[config.mk]
export PLATFORM = sky130hd
export DESIGN_NAME = csh_fill_seq
export DESIGN_NICKNAME = d
export VERILOG_FILES = /design/src/rtl/csh_fill_seq.sv
export SDC_FILE = /design/constraint.sdc
export NUM_CORES = 1
export LEC_CHECK = 0
export ABC_CLOCK_PERIOD_IN_PS = 1740
export CELL_PAD_IN_SITES_DETAIL_PLACEMENT = 1
export CELL_PAD_IN_SITES_GLOBAL_PLACEMENT = 2
export CORE_AREA = 2 2 72 126
export CTS_BUF_LIST = sky130_fd_sc_hd__clkbuf_2 sky130_fd_sc_hd__clkbuf_4 sky130_fd_sc_hd__clkbuf_8
export CTS_CLUSTER_DIAMETER = 150
export DETAILED_ROUTE_END_ITERATION = 10
export DIE_AREA = 0 0 74 128
export PLACE_DENSITY_LB_ADDON = 0.1
export SYNTH_ARGS = -nofsm -noshare
export SYNTH_HDL_FRONTEND = slang
export SYNTH_SLANG_ARGS = --single-unit
[constraint.sdc]
create_clock -name clk -period 1.74 [get_ports clk]
set_input_delay 0.348 -clock clk [delete_from_list [all_inputs] [get_ports clk]]
set_output_delay 0.348 -clock clk [all_outputs]
set_load 0.01 [all_outputs]
[src/rtl/csh_fill_seq.sv]
// csh_fill_seq: cache line-fill write sequencer.
// Takes one fill request (way + first word), accepts four 36-bit memory words
// over a ready/valid handshake, and writes each word into the selected cache
// way with its own active-low select/write strobe, word address and odd parity.
// Optional feature macro: CSH_FILL_TIMEOUT_EN. When it is defined, a fill that
// waits TIMEOUT_CYCLES cycles for a word is abandoned with an error pulse.
// Every output comes straight from a flop.

module csh_fill_seq #(
  parameter int unsigned TIMEOUT_CYCLES = 256
) (
  input  logic        clk,
  input  logic        reset_l,
  input  logic        fill_req_h,
  input  logic [1:0]  fill_way_h,
  input  logic [1:0]  fill_wd_h,
  input  logic        fill_abort_h,
  input  logic [0:35] mem_data_h,
  input  logic        mem_valid_h,
  output logic        mem_rdy_h,
  output logic [0:35] mem_to_cache_h,
  output logic        csh_par_bit_in_h,
  output logic [1:0]  cache_wd_adr_h,
  output logic [3:0]  csh_sel_l,
  output logic [3:0]  cache_wr_l,
  output logic        fill_busy_h,
  output logic        fill_done_h,
  output logic        fill_err_h
);

  typedef enum logic [1:0] {
    S_IDLE      = 2'd0,
    S_WAIT_DATA = 2'd1,
    S_WRITE     = 2'd2,
    S_DONE      = 2'd3
  } state_e;

  state_e     r_state;
  state_e     w_next;
  logic [1:0] r_way;
  logic [1:0] r_wd;
  logic [1:0] r_cnt;
  logic       w_xfer;
  logic       w_tmo;
  logic       w_tmo_exit;

  // mem_rdy_h is high exactly in WAIT_DATA, so this is the handshake itself.
  assign w_xfer     = mem_rdy_h & mem_valid_h;
  // Timeout only wins when no word arrives and no abort is pending.
  assign w_tmo_exit = (r_state == S_WAIT_DATA) & w_tmo & ~mem_valid_h & ~fill_abort_h;

  // The word address register drives the data slices directly.
  assign cache_wd_adr_h = r_wd;

`ifdef CSH_FILL_TIMEOUT_EN
  localparam logic [8:0] TMO_LAST = 9'(TIMEOUT_CYCLES - 1);

  logic [8:0] r_tmo_cnt;

  assign w_tmo = (r_tmo_cnt == TMO_LAST);

  // Wait-cycle counter: held at zero outside WAIT_DATA, so it is clear on entry.
  always_ff @(posedge clk or negedge reset_l) begin
    if (!reset_l) begin
      r_tmo_cnt <= '0;
    end else if (r_state != S_WAIT_DATA) begin
      r_tmo_cnt <= '0;
    end else begin
      r_tmo_cnt <= r_tmo_cnt + 9'd1;
    end
  end
`else
  // Timeout disabled: the parameter has no effect in this build.
  localparam int unsigned unused_timeout_cycles = TIMEOUT_CYCLES;

  assign w_tmo = 1'b0;
`endif

  // State register.
  always_ff @(posedge clk or negedge reset_l) begin
    if (!reset_l) begin
      // NOTE: sequential state uses non-blocking assignments so every flop
      // samples the pre-edge values of the others, independent of block order.
      r_state <= S_IDLE;
    end else begin
      r_state <= w_next;
    end
  end

  // Next-state logic; abort overrides every other transition.
  always_comb begin
    // NOTE: default first, so every path assigns w_next and no latch is inferred.
    w_next = r_state;
    if (fill_abort_h) begin
      w_next = S_IDLE;
    end else begin
      case (r_state)
        S_IDLE:      if (fill_req_h) w_next = S_WAIT_DATA;
        S_WAIT_DATA: begin
          if (w_xfer)          w_next = S_WRITE;
          else if (w_tmo_exit) w_next = S_IDLE;
        end
        S_WRITE:     w_next = (r_cnt == 2'd3) ? S_DONE : S_WAIT_DATA;
        S_DONE:      w_next = S_IDLE;
        default:     w_next = S_IDLE;
      endcase
    end
  end

  // Registered outputs decoded from the next state, plus fill context and data.
  always_ff @(posedge clk or negedge reset_l) begin
    if (!reset_l) begin
      mem_rdy_h        <= 1'b0;
      mem_to_cache_h   <= '0;
      csh_par_bit_in_h <= 1'b1;
      csh_sel_l        <= 4'b1111;
      cache_wr_l       <= 4'b1111;
      fill_busy_h      <= 1'b0;
      fill_done_h      <= 1'b0;
      fill_err_h       <= 1'b0;
      r_way            <= '0;
      r_wd             <= '0;
      r_cnt            <= '0;
    end else begin
      mem_rdy_h   <= (w_next == S_WAIT_DATA);
      fill_busy_h <= (w_next != S_IDLE);
      fill_done_h <= (w_next == S_DONE);
      fill_err_h  <= w_tmo_exit;

      // Only the captured way ever sees a low select/strobe.
      if (w_next == S_WRITE) begin
        csh_sel_l  <= ~(4'b0001 << r_way);
        cache_wr_l <= ~(4'b0001 << r_way);
      end else begin
        csh_sel_l  <= 4'b1111;
        cache_wr_l <= 4'b1111;
      end

      // Data and parity stay put for the whole strobe cycle that follows.
      if (w_xfer && !fill_abort_h) begin
        mem_to_cache_h   <= mem_data_h;
        csh_par_bit_in_h <= ~^mem_data_h;
      end

      if (!fill_abort_h) begin
        if (r_state == S_IDLE && fill_req_h) begin
          r_way <= fill_way_h;
          r_wd  <= fill_wd_h;
          r_cnt <= 2'd0;
        end else if (r_state == S_WRITE) begin
          r_wd  <= r_wd + 2'd1;
          r_cnt <= r_cnt + 2'd1;
        end
      end
    end
  end

endmodule

* Yosys cells after proc, flatten, opt, wreduce, memory -nomap -nowiden
Cells that the tools add are included.
** Storage, ports and cells
- Bits in registers :: 52
- Input port bits :: 45
- Output and inout bits :: 51
- Logic and storage cells :: 42
** Cells by class
- Add/subtract/negate cells :: 2
- Equal/unequal tests :: 7
- Shifts and indexed selects :: 1
- Mux-type cells :: 10
- Bitwise operators :: 3
- Reduce and logical (&&, ||, !) cells :: 9
** Operators by type and width (count)
- XNOR reduction 36 bit :: 1
- 2-to-1 mux 2 bit :: 8
- == test 2 bit, second input constant :: 5
- case mux 2 bit (4 select lines) :: 1
- adder 2 x 1 -> 2 bit, second input constant :: 2
- == test 2 x 1 -> 1 bit, second input constant :: 2
- 2-to-1 mux 4 bit :: 1
- NOT 4 bit :: 1
- AND reduction 2 bit :: 2
- nonzero test 2 bit :: 2
- left shift 1 x 2 -> 4 bit, first input constant :: 1
- logical AND 1 bit :: 2
- zero test 2 bit :: 1
- bitwise AND 1 bit :: 1
- zero test 1 bit :: 1
- NOT 1 bit :: 1

* Longest topological paths before layout
Gate-level depths: netlist of the first run.
- Depth after elaboration :: 6
- Gate-level depth with buffers :: 6
- Mapped depth without buffers :: 6

* Least setup slack after synthesis of the first run
OpenSTA, ideal clock, no wires.
- Path type :: register -> register
- From :: register mem_rdy_h
- To :: register mem_to_cache_h[10] (netlist name)
- Library setup time :: 0.128 ns
- Arrival :: 1.406 ns
- Data required time :: 1.612 ns
- Setup slack :: 0.206 ns
- Cell stages (with the launch flop) :: 6
- Path buffers :: 2
- Period minus slack after synthesis :: 1.534 ns
- Cells stage by stage :: dfrtp_1 nand2_1 or2_2 buf_2 buf_2 mux2_1
** Between the ends
- Word-level cells in the longest chain between the ends :: 2
** Ends and longest elaborated chain
- from (decl) :: line 20 : output logic mem_rdy_h,
- from (signal assigned) :: line 125 : mem_rdy_h <= (w_next == S_WAIT_DATA);
- bitwise AND 1 bit :: line 48 : assign w_xfer = mem_rdy_h & mem_valid_h;
- logical AND 1 bit :: line 140 : if (w_xfer && !fill_abort_h) begin
- to (signal assigned) :: line 141 : mem_to_cache_h <= mem_data_h;
- to (decl) :: line 21 : output logic [0:35] mem_to_cache_h,
Every way passes these cells.
A chain may end at the register's enable or synchronous reset.

* Worst setup path in the final report of the first run
- From :: input mem_data_h[32] (netlist name)
- To :: register csh_par_bit_in_h
** Between the ends
- Word-level cells in the longest chain between the ends :: 1
** Ends and longest elaborated chain
- from (decl) :: line 18 : input logic [0:35] mem_data_h,
- XNOR reduction 36 bit :: line 142 : csh_par_bit_in_h <= ~^mem_data_h;
- to (signal assigned) :: line 142
- to (decl) :: line 22 : output logic csh_par_bit_in_h,
Every way passes these cells.

==> results of run 1 <==
kinds of logic (layout without fill, tap and decap cells):
kind of cell | after synthesis | after routing | share of synthesized area, %
mux | 38 | 38 | 18.4
flops | 52 | 52 | 56.2
other cells | 1 | 1 | 0.161
xor+xnor | 34 | 34 | 13.7
fa+ha+maj | 1 | 1 | 0.538
buf+inv | 11 | 118 | 2.74
simple gates | 23 | 23 | 5.22
compound gates | 10 | 10 | 2.96
worst max path at each step:
stage,startpoint,end
finish,mem_data_h[32],csh_par_bit_in_h
global route,mem_data_h[30],csh_par_bit_in_h
CTS,mem_data_h[27],csh_par_bit_in_h
detailed placement,mem_data_h[1],csh_par_bit_in_h
global placement,mem_data_h[1],csh_par_bit_in_h
floorplan,mem_rdy_h,mem_to_cache_h[10]
cells in the mapped netlist (all sizes together):
master  instances  area [um^2]
mux2           38          428
xnor3           1         22.5
dfstp           5          131
o21ai           4         20.0
a21o            1         7.51
inv             2         7.51
a31oi           1         6.26
buf             8         52.6
and3            1         6.26
o21bai          1         7.51
ha              1         12.5
nand3b          2         15.0
xnor2          29          262
nand3           3         15.0
clkbuf          1         3.75
nor2            7         26.3
dfrtp          47         1180
or2             2         12.5
or3b            1         8.76
a22o            1         8.76
conb            1         3.75
a32o            1         10.0
o22a            1         8.76
nor3b           1         12.5
nand2           5         18.8
nand2b          1         6.26
xor2            4         35.0
cells in the final DEF, fill, tap and decap left out, types with 2 or more instances in the layout:
| master | n |
|---|---|
| nand3b_1 | 2 |
| clkbuf_8 | 6 |
| o21ai_0 | 3 |
| nor2_1 | 7 |
| buf_4 | 13 |
| xnor2_2 | 7 |
| xor2_1 | 3 |
| nand3_1 | 3 |
| dfstp_2 | 5 |
| mux2_1 | 14 |
| dlymetal6s2s_1 | 7 |
| dlygate4sd2_1 | 17 |
| mux2_2 | 24 |
| nand2_1 | 5 |
| inv_1 | 2 |
| dfrtp_1 | 47 |
| xnor2_1 | 22 |
| clkdlybuf4s50_1 | 69 |
cell type report:
cell class,count,share of cell area (%)
clock buffer,7,2.49
sequential,52,36.2
timing repair buffer,108,29.0
multi-input combinational,107,27.8
clock inverter,1,0.208
inverter,2,0.208
tap,117,4.05
power breakdown:
group	switching [mW]	internal [mW]	total, mW
combinational	0.514	0.906	1.42
sequential	0.153	1.50	1.65
clock	0.406	0.340	0.746
state kept, by name, summed over array words and instances (netlist names):
register,cells
csh_par_bit_in_h,1
fill_busy_h,1
r_cnt,2
cache_wd_adr_h,2
mem_rdy_h,1
r_way,2
r_state,2
mem_to_cache_h,36
cache_wr_l,4
fill_done_h,1
repair_timing:
action                     CTS  global route
pin swaps                    8             6
gates resized for setup     21            10
setup endpoints to repair   10             1
layer usage:
layer  vias to the layer above  track usage, %  wire length [um]
met5                         -               0                 0
met4                         0            5.13               107
met3                         7            2.83               308
met2                        58            25.3              3420
met1                       829            11.9              1940
li1                        780               -                 -
==> impl_metrics.py, run 1 <==
metrics = {
    "place": {
        "placedCellCount": 386,
        "place_congestion": 0.670,
        "postPlaceCellArea_mm2": 0.00347,
        "hpwl_um": 4370,
        "preCtsSetupSlack_ns": -0.471,
        "io_buffers": 94,
    },
    "sta": {
        "worst_pin_slew_ns": 0.595,
        "fmax_ghz": 0.596,
        "skew_ns": 0.00798,
        "worst_slack_ns": 0.0629,
        "grt_setup_unrepaired": "false",
        "setup_tns_ns": 0,
        "slew_violations": 0,
        "finalSetupViolations": 0,
        "max-slew-margin-rel_pct": 59.9,
        "finalCriticalPeriod_ns": 1.68,
        "hold_viol_final": 0,
        "hold_ws_ns": 0.00957,
        "finalCritPeriodShare_pct": 96.4,
    },
    "worst_setup_path": {
        "critPathBufInv": 1,
        "slowest_stage": "clkdlybuf4s50_1",
        "crit_family": "XOR/XNOR gates",
        "r2r_start": "mem_rdy_h",
        "cp_slowest_stage_delay_ns": 0.43,
        "worstPathCellList": "clkdlybuf4s50_1, xnor2_1, xnor2_2, xnor2_2, xnor3_1, xnor2_1, o21ai_1",
        "critPathRequiredTime_ns": 1.99,
        "cp.arrival_ns": 1.93,
        "end_kind": "flop",
        "startpoint_type": "input port",
        "reg2reg_to": "mem_to_cache_h[12]",
        "critPathMaxFanout": 2,
        "r2r_slack_ns": 0.27,
        "cp.depth": 7,
        "path_class": "in -> reg",
        "worst_r2r_path_depth": 4,
    },
    "drt": {
        "ant_nets": 0,
        "routedWlPerCell_um": 14.7,
        "vias": 1674,
        "wirelength_um": 5780,
        "dr.pass1.iters": 4,
        "viasPerCell": 4.25,
        "first_iter_violations": 43,
        "drc": 0,
    },
    "logic_synthesis": {
        "syn_nets": 216,
        "ys_seq_elements": 52,
        "yosys_warnings": 0,
        "synth.distinct_cells": 32,
        "synth_area_mm2": 0.00232,
        "seq_area_frac_synth_pct": 56.2,
        "synth_cells": 170,
        "avgSynthCellArea_um2": 13.7,
    },
    "finish": {
        "nFillCells": 908,
        "ff_latch_area_mm2": 0.00131,
        "stdcell_count": 394,
        "final_area_mm2": 0.00361,
        "antennaDiodeCount": 0,
        "nNetsFinal": 322,
        "final_util_pct": 42.5,
        "area_growth_pct": 55.5,
        "drive_gt1_share_pct": 22.4,
        "multiInputGateArea_mm2": 0.00101,
    },
    "global_route": {
        "grt_max_degree": 53,
        "antenna_found_initial": 0,
        "grt_overflow": 0,
        "grt_first_pass_wirelength_um": 8970,
        "grtUsageTotal_pct": 12.8,
        "grt_pass1_vias": 1877,
    },
    "cts": {
        "worstSkewPairLatency_ns": 0.31,
        "root_buffer": "clkbuf_8",
        "cts_tree": "built",
        "clock-sinks": 52,
        "clk_pin_slew_worst_paths_ns": 0.10,
        "hold_buffers": 0,
        "cts_setup_buffers": 0,
        "cts_buffer_depth": 2,
        "h-tree-depth": 2,
        "cts_buffers": 5,
    },
    "power": {
        "p_leak_nw": 1.57,
        "total_power_mw": 3.82,
        "p_per_area_mw_per_mm2": 1060,
        "vdd_ir_drop_max_uv": 483,
    },
    "floorplan": {
        "coreArea_mm2": 0.00850,
        "num_rows": 45,
        "die_area_mm2": 0.00947,
        "die_w_um": 74,
        "fp.dieH_um": 128,
        "start_util_pct": 27.3,
        "num_io_pins": 96,
    },
    "run": {
        "drv_cap": 0,
    },
    "worst_hold_path": {
        "holdCritPathClass": "in -> async",
    },
    "status": {
        "status": "finished, final reports clean",
    },
}
No activity file was read; power rests on OpenSTA's default activity.
==> inputs of run 2 (changes only) <==
- SETUP_SLACK_MARGIN: unset -> 0.4
==> run 2 against run 1 <==
  * Power grew 13%
  * Register-to-register slack is essentially flat
  * Sequential cell count is the same
  * Die area is the same
  * Maximum frequency grew 12%
  * Critical endpoint unchanged
  * Worst hold slack gained 0.0070 ns
  * Largest cell class unchanged
  * Clock power grew 53%
  * First-iteration DRC count shrank 70%
  * Worst setup slack gained 0.18 ns
==> impl_metrics.py, run 2 (synthesized netlist as in run 1, its figures left out) <==
metrics = {
    "floorplan": {
        "num_rows": 45,
        "coreArea_mm2": 0.00850,
        "die_area_mm2": 0.00947,
        "die_w_um": 74,
        "start_util_pct": 27.3,
        "fp.dieH_um": 128,
        "num_io_pins": 96,
    },
    "finish": {
        "layout_commonest_cell": "dfrtp_1",
        "nNetsFinal": 339,
        "area_growth_pct": 74.0,
        "antennaDiodeCount": 0,
        "largest_register_ff_count": 36,
        "reg.largest.list": "mem_to_cache_h x36, cache_wr_l x4",
        "nFillCells": 875,
        "drive_gt1_share_pct": 47.6,
        "final_cell_mix": "45 x dfrtp_1, 34 x clkdlybuf4s15_1, 20 x mux2_2",
        "top_register": "mem_to_cache_h",
    },
    "drt": {
        "first_iter_violations": 13,
        "vias": 1741,
        "viasPerCell": 4.24,
        "wirelength_um": 6320,
        "routedWlPerCell_um": 15.4,
        "drc": 0,
        "dr.pass1.iters": 4,
        "ant_nets": 0,
    },
    "sta": {
        "hold_ws_ns": 0.0166,
        "fmax_ghz": 0.670,
        "finalSetupViolations": 0,
        "finalCriticalPeriod_ns": 1.49,
        "finalCritPeriodShare_pct": 85.8,
        "hold_viol_final": 0,
        "slew_violations": 0,
        "setup_tns_ns": 0,
        "skew_ns": 0.00624,
        "grt_setup_unrepaired": "true",
    },
    "run": {
        "drv_cap": 0,
    },
    "global_route": {
        "grt_first_pass_wirelength_um": 9880,
        "antenna_found_initial": 0,
        "grtUsageTotal_pct": 14.2,
        "grt_pass1_vias": 1895,
        "grt_max_degree": 53,
        "grt_overflow": 0,
    },
    "place": {
        "hpwl_um": 4450,
        "io_buffers": 94,
        "place_congestion": 0.694,
    },
    "worst_setup_path": {
        "r2r_slack_ns": 0.27,
        "worst_r2r_path_depth": 6,
        "cp.arrival_ns": 1.74,
        "critPathRequiredTime_ns": 1.99,
        "path_class": "in -> reg",
        "r2r_start": "mem_rdy_h",
        "critPathMaxFanout": 2,
        "startpoint_type": "input port",
        "reg2reg_to": "mem_to_cache_h[20]",
        "crit_start": "mem_data_h[9]",
        "worstSetupEndpoint": "csh_par_bit_in_h",
        "end_kind": "flop",
    },
    "cts": {
        "clock-sinks": 52,
        "root_buffer": "clkbuf_8",
        "clk_pin_slew_worst_paths_ns": 0.10,
        "cts_tree": "built",
        "cts_buffer_depth": 2,
        "h-tree-depth": 2,
        "cts_buffers": 5,
        "hold_buffers": 0,
        "worstSkewPairLatency_ns": 0.31,
    },
    "worst_hold_path": {
        "holdCritPathClass": "in -> async",
    },
    "power": {
        "vdd_ir_drop_max_uv": 480,
        "p_per_area_mw_per_mm2": 1070,
        "p_leak_nw": 1.94,
    },
    "status": {
        "status": "finished, final reports clean",
    },
}
-- run 2: cell types whose count changed in the layout (fill, tap and decap cells not counted), sizes merged --
cell / before / now
buf: 15 / 44
bufinv: 0 / 3
clkbuf: 7 / 22
clkdlybuf4s15: 0 / 34
clkdlybuf4s50: 69 / 10
clkinvlp: 1 / 0
dlygate4sd2: 17 / 15
dlymetal6s2s: 7 / 5
-- run 2: stage by stage --
stage	power [mW]	cells	area, um^2	util [%]	setup slack, ns
CTS	4.34	410	3990	46.9	0.182
floorplan	2.32	170	2380	-	0.244
detailed placement	3.16	384	3480	41.0	-0.450
global placement	3.14	384	3480	41.0	-0.444
global route	4.55	411	4050	47.6	0.191
finish	4.31	411	4050	47.6	0.247
-- run 2: layout make-up --
type,instances,area [um^2],area share (%)
clock inverters,3,90.1,2.23
clock buffers,5,68.8,1.70
inverters,2,7.51,0.186
well taps,117,146,3.62
repair buffers,125,1230,30.5
flip-flops and latches,52,1310,32.4
multi-input cells,107,1190,29.4
-- run 2: timing repair --
action                                  in CTS  in global routing
endpoints found under the setup margin      92                 75
pin swaps                                   24                 26
gates resized for setup                    185                 68
setup buffers                               14                  1
cloned                                       4                  0
-- run 2: worst min-delay path by stage --
stage          startpoint            endpoint  slack, ns  depth (start not counted)
2_1_floorplan     reset_l   cache_wd_adr_h[0]       0.05                          0
3_3_place_gp      reset_l   mem_to_cache_h[7]       0.37                          2
3_5_place_dp      reset_l   mem_to_cache_h[4]       0.37                          2
4_1_cts           reset_l  mem_to_cache_h[32]       0.02                          2
5_1_grt           reset_l  mem_to_cache_h[32]       0.03                          2
6_report          reset_l  mem_to_cache_h[32]       0.02                          2
-- run 2: where the power goes --
group | switching, mW | leakage (nW) | internal, mW
registers | 0.160 | 0.623 | 1.50
logic | 0.577 | 1.24 | 0.936
clock network | 0.423 | 0.0784 | 0.719
total | 1.16 | 1.94 | 3.15
-- run 2: per-layer routing --
| layer | vias to the layer above | GRT usage, % | part of all wire [%] | wire (um) |
|---|---|---|---|---|
| met3 | 9 | 3.14 | 5.4 | 344 |
| li1 | 816 | - | - | - |
| met1 | 854 | 14.6 | 34 | 2140 |
| met4 | 0 | 5.03 | 2.0 | 124 |
| met5 | - | 0 | 0 | 0 |
| met2 | 62 | 26.9 | 59 | 3710 |
-- run 2: critical path: stages --
cell	delay (ns)
dlygate4sd2_1	0.26
xor2_2	0.17
xnor2_2	0.16
xnor2_2	0.20
xnor3_1	0.34
xnor2_1	0.14
o21ai_1	0.12
==> inputs of run 3 (changes only) <==
- CTS_BUF_LIST: sky130_fd_sc_hd__clkbuf_2 sky130_fd_sc_hd__clkbuf_4 sky130_fd_sc_hd__clkbuf_8 -> sky130_fd_sc_hd__clkbuf_2
- HOLD_SLACK_MARGIN: unset -> 0.12
- REMOVE_ABC_BUFFERS: unset -> 1
==> run 3 against run 2 <==
  * Worst hold slack gained 0.21 ns
  * Utilization is 1.9 points lower
  * Non-clock buffer count rose by 13
  * Routed wire length grew 7.0%
  * Sequential power is essentially flat
  * First-iteration DRC count grew to 3.2 times the previous value
  * Die area stayed put
  * Global-route usage grew 0.75 points
  * Critical endpoint is now mem_to_cache_h[2]
==> impl_metrics.py, run 3 (synthesized netlist as in run 1, its figures left out) <==
metrics = {
    "drt": {
        "viasPerCell": 4.23,
        "drc": 0,
        "first_iter_violations": 42,
        "wirelength_um": 6760,
        "dr.pass1.iters": 3,
        "vias": 1794,
        "routedWlPerCell_um": 15.9,
        "ant_nets": 0,
    },
    "finish": {
        "layout_commonest_cell": "dfrtp_1",
        "multiInputGateArea_mm2": 0.00112,
        "area_growth_pct": 67.2,
        "drive_gt1_share_pct": 52.1,
        "antennaDiodeCount": 0,
        "reg.largest.list": "mem_to_cache_h x36, cache_wr_l x4",
        "largest_register_ff_count": 36,
        "ff_latch_area_mm2": 0.00131,
        "nFillCells": 929,
        "final_cell_mix": "46 x dfrtp_1, 37 x buf_2, 25 x mux2_4, 25 x buf_4, 24 x buf_6",
        "top_register": "mem_to_cache_h",
        "nNetsFinal": 352,
    },
    "run": {
        "drv_cap": 0,
    },
    "floorplan": {
        "num_io_pins": 96,
        "die_area_mm2": 0.00947,
        "coreArea_mm2": 0.00850,
        "fp.dieH_um": 128,
        "start_util_pct": 27.3,
        "num_rows": 45,
        "die_w_um": 74,
    },
    "cts": {
        "root_buffer": "clkbuf_2",
        "cts_buffers": 5,
        "cts_buffer_depth": 2,
        "clock-sinks": 52,
        "h-tree-depth": 2,
        "clk_pin_slew_worst_paths_ns": 0.27,
        "worstSkewPairLatency_ns": 0.45,
        "cts_tree": "built",
    },
    "power": {
        "vdd_ir_drop_max_uv": 482,
        "p_leak_nw": 1.90,
        "p_per_area_mw_per_mm2": 962,
    },
    "global_route": {
        "antenna_found_initial": 0,
        "grtUsageTotal_pct": 14.9,
        "grt_pass1_vias": 1913,
        "grt_first_pass_wirelength_um": 10400,
        "grt_max_degree": 53,
        "grt_overflow": 0,
    },
    "place": {
        "io_buffers": 94,
        "hpwl_um": 4560,
        "preCtsSetupSlack_ns": -0.475,
        "place_congestion": 0.670,
    },
    "sta": {
        "finalSetupViolations": 0,
        "finalCriticalPeriod_ns": 1.53,
        "grt_setup_unrepaired": "true",
        "worst_slack_ns": 0.208,
        "setup_tns_ns": 0,
        "slew_violations": 0,
        "fmax_ghz": 0.653,
        "hold_viol_final": 0,
        "skew_ns": 0.0171,
        "finalCritPeriodShare_pct": 88.0,
    },
    "worst_setup_path": {
        "crit_family": "flip-flops",
        "slowest_stage": "dfrtp_1",
        "r2r_slack_ns": 0.21,
        "r2r_start": "mem_rdy_h",
        "critPathRequiredTime_ns": 2.11,
        "critPathBufInv": 3,
        "critPathMaxFanout": 8,
        "startpoint_type": "flop",
        "cp.arrival_ns": 1.90,
        "worstPathCellList": "buf_6, nand2_4, or2_4, buf_12, buf_16, mux2_4",
        "crit_start": "mem_rdy_h",
        "end_kind": "flop",
        "path_class": "reg -> reg",
        "cp_slowest_stage_delay_ns": 0.42,
    },
    "worst_hold_path": {
        "holdCritPathClass": "in -> reg",
        "worstHoldStart": "mem_data_h[18]",
    },
    "status": {
        "status": "finished, final reports clean",
    },
}
run 3: changes by cell type in the layout (fill, tap and decap cells not counted), sizes merged:
cell           before  now
clkinv              0    3
clkdlybuf4s15      34    6
clkbuf             22    5
buf                44   96
dlygate4sd3         0    3
clkdlybuf4s50      10   14
dlygate4sd2        15   19
dlymetal6s2s        5    0
bufinv              3    0
run 3: area by class of cell:
| cell class | count | area share, % |
|---|---|---|
| Sequential cell | 52 | 33.7 |
| Multi-Input combinational cell | 107 | 28.8 |
| Tap cell | 117 | 3.77 |
| Clock inverter | 3 | 0.354 |
| Inverter | 2 | 0.193 |
| Timing Repair Buffer | 138 | 32.5 |
| Clock buffer | 5 | 0.644 |
run 3: final timing paths:
kind,end,cells past startpoint
max,mem_to_cache_h[2],6
min,mem_to_cache_h[18],3
max reg2reg,mem_to_cache_h[2],6
min reg2reg,csh_par_bit_in_h,2
max in group asynchronous,csh_par_bit_in_h,3
min in group asynchronous,mem_to_cache_h[7],3
run 3: timing repair:
item	CTS	global route
buffers inserted	13	8
pin swaps	28	1
gates cloned	4	0
setup endpoints to repair	95	97
hold buffers	3	0
endpoints found under the hold margin	54	0
resized for setup	313	13
run 3: power by group:
group	internal, mW	leakage [nW]	switching, mW
Clock	0.0904	0.0302	0.396
Combinational	0.983	1.25	0.597
Sequential	1.50	0.624	0.174
Total	2.57	1.90	1.17
run 3: routing by layer:
metal	routed length, um	vias up	GRT usage (%)
li1	-	837	-
met2	3990	53	28.3
met5	0	-	0
met1	2370	897	15.9
met3	308	7	2.91
met4	99	0	4.81
run 3: stage by stage:
step / instance area, um^2 / utilization (%) / hold WS [ns] / cells / power (mW)
after floorplan: 2270 / - / 0.0524 / 161 / 2.29
after global placement: 3480 / 41.0 / 0.371 / 388 / 3.12
after detailed placement: 3480 / 41.0 / 0.373 / 388 / 3.14
after CTS: 3770 / 44.3 / 0.183 / 416 / 3.69
after global routing: 3890 / 45.7 / 0.176 / 424 / 3.97
final: 3890 / 45.7 / 0.230 / 424 / 3.74
run 3: worst min-delay path: stages:
cell	delay [ns]
buf_2	0.10
buf_4	0.10
mux2_4	0.13
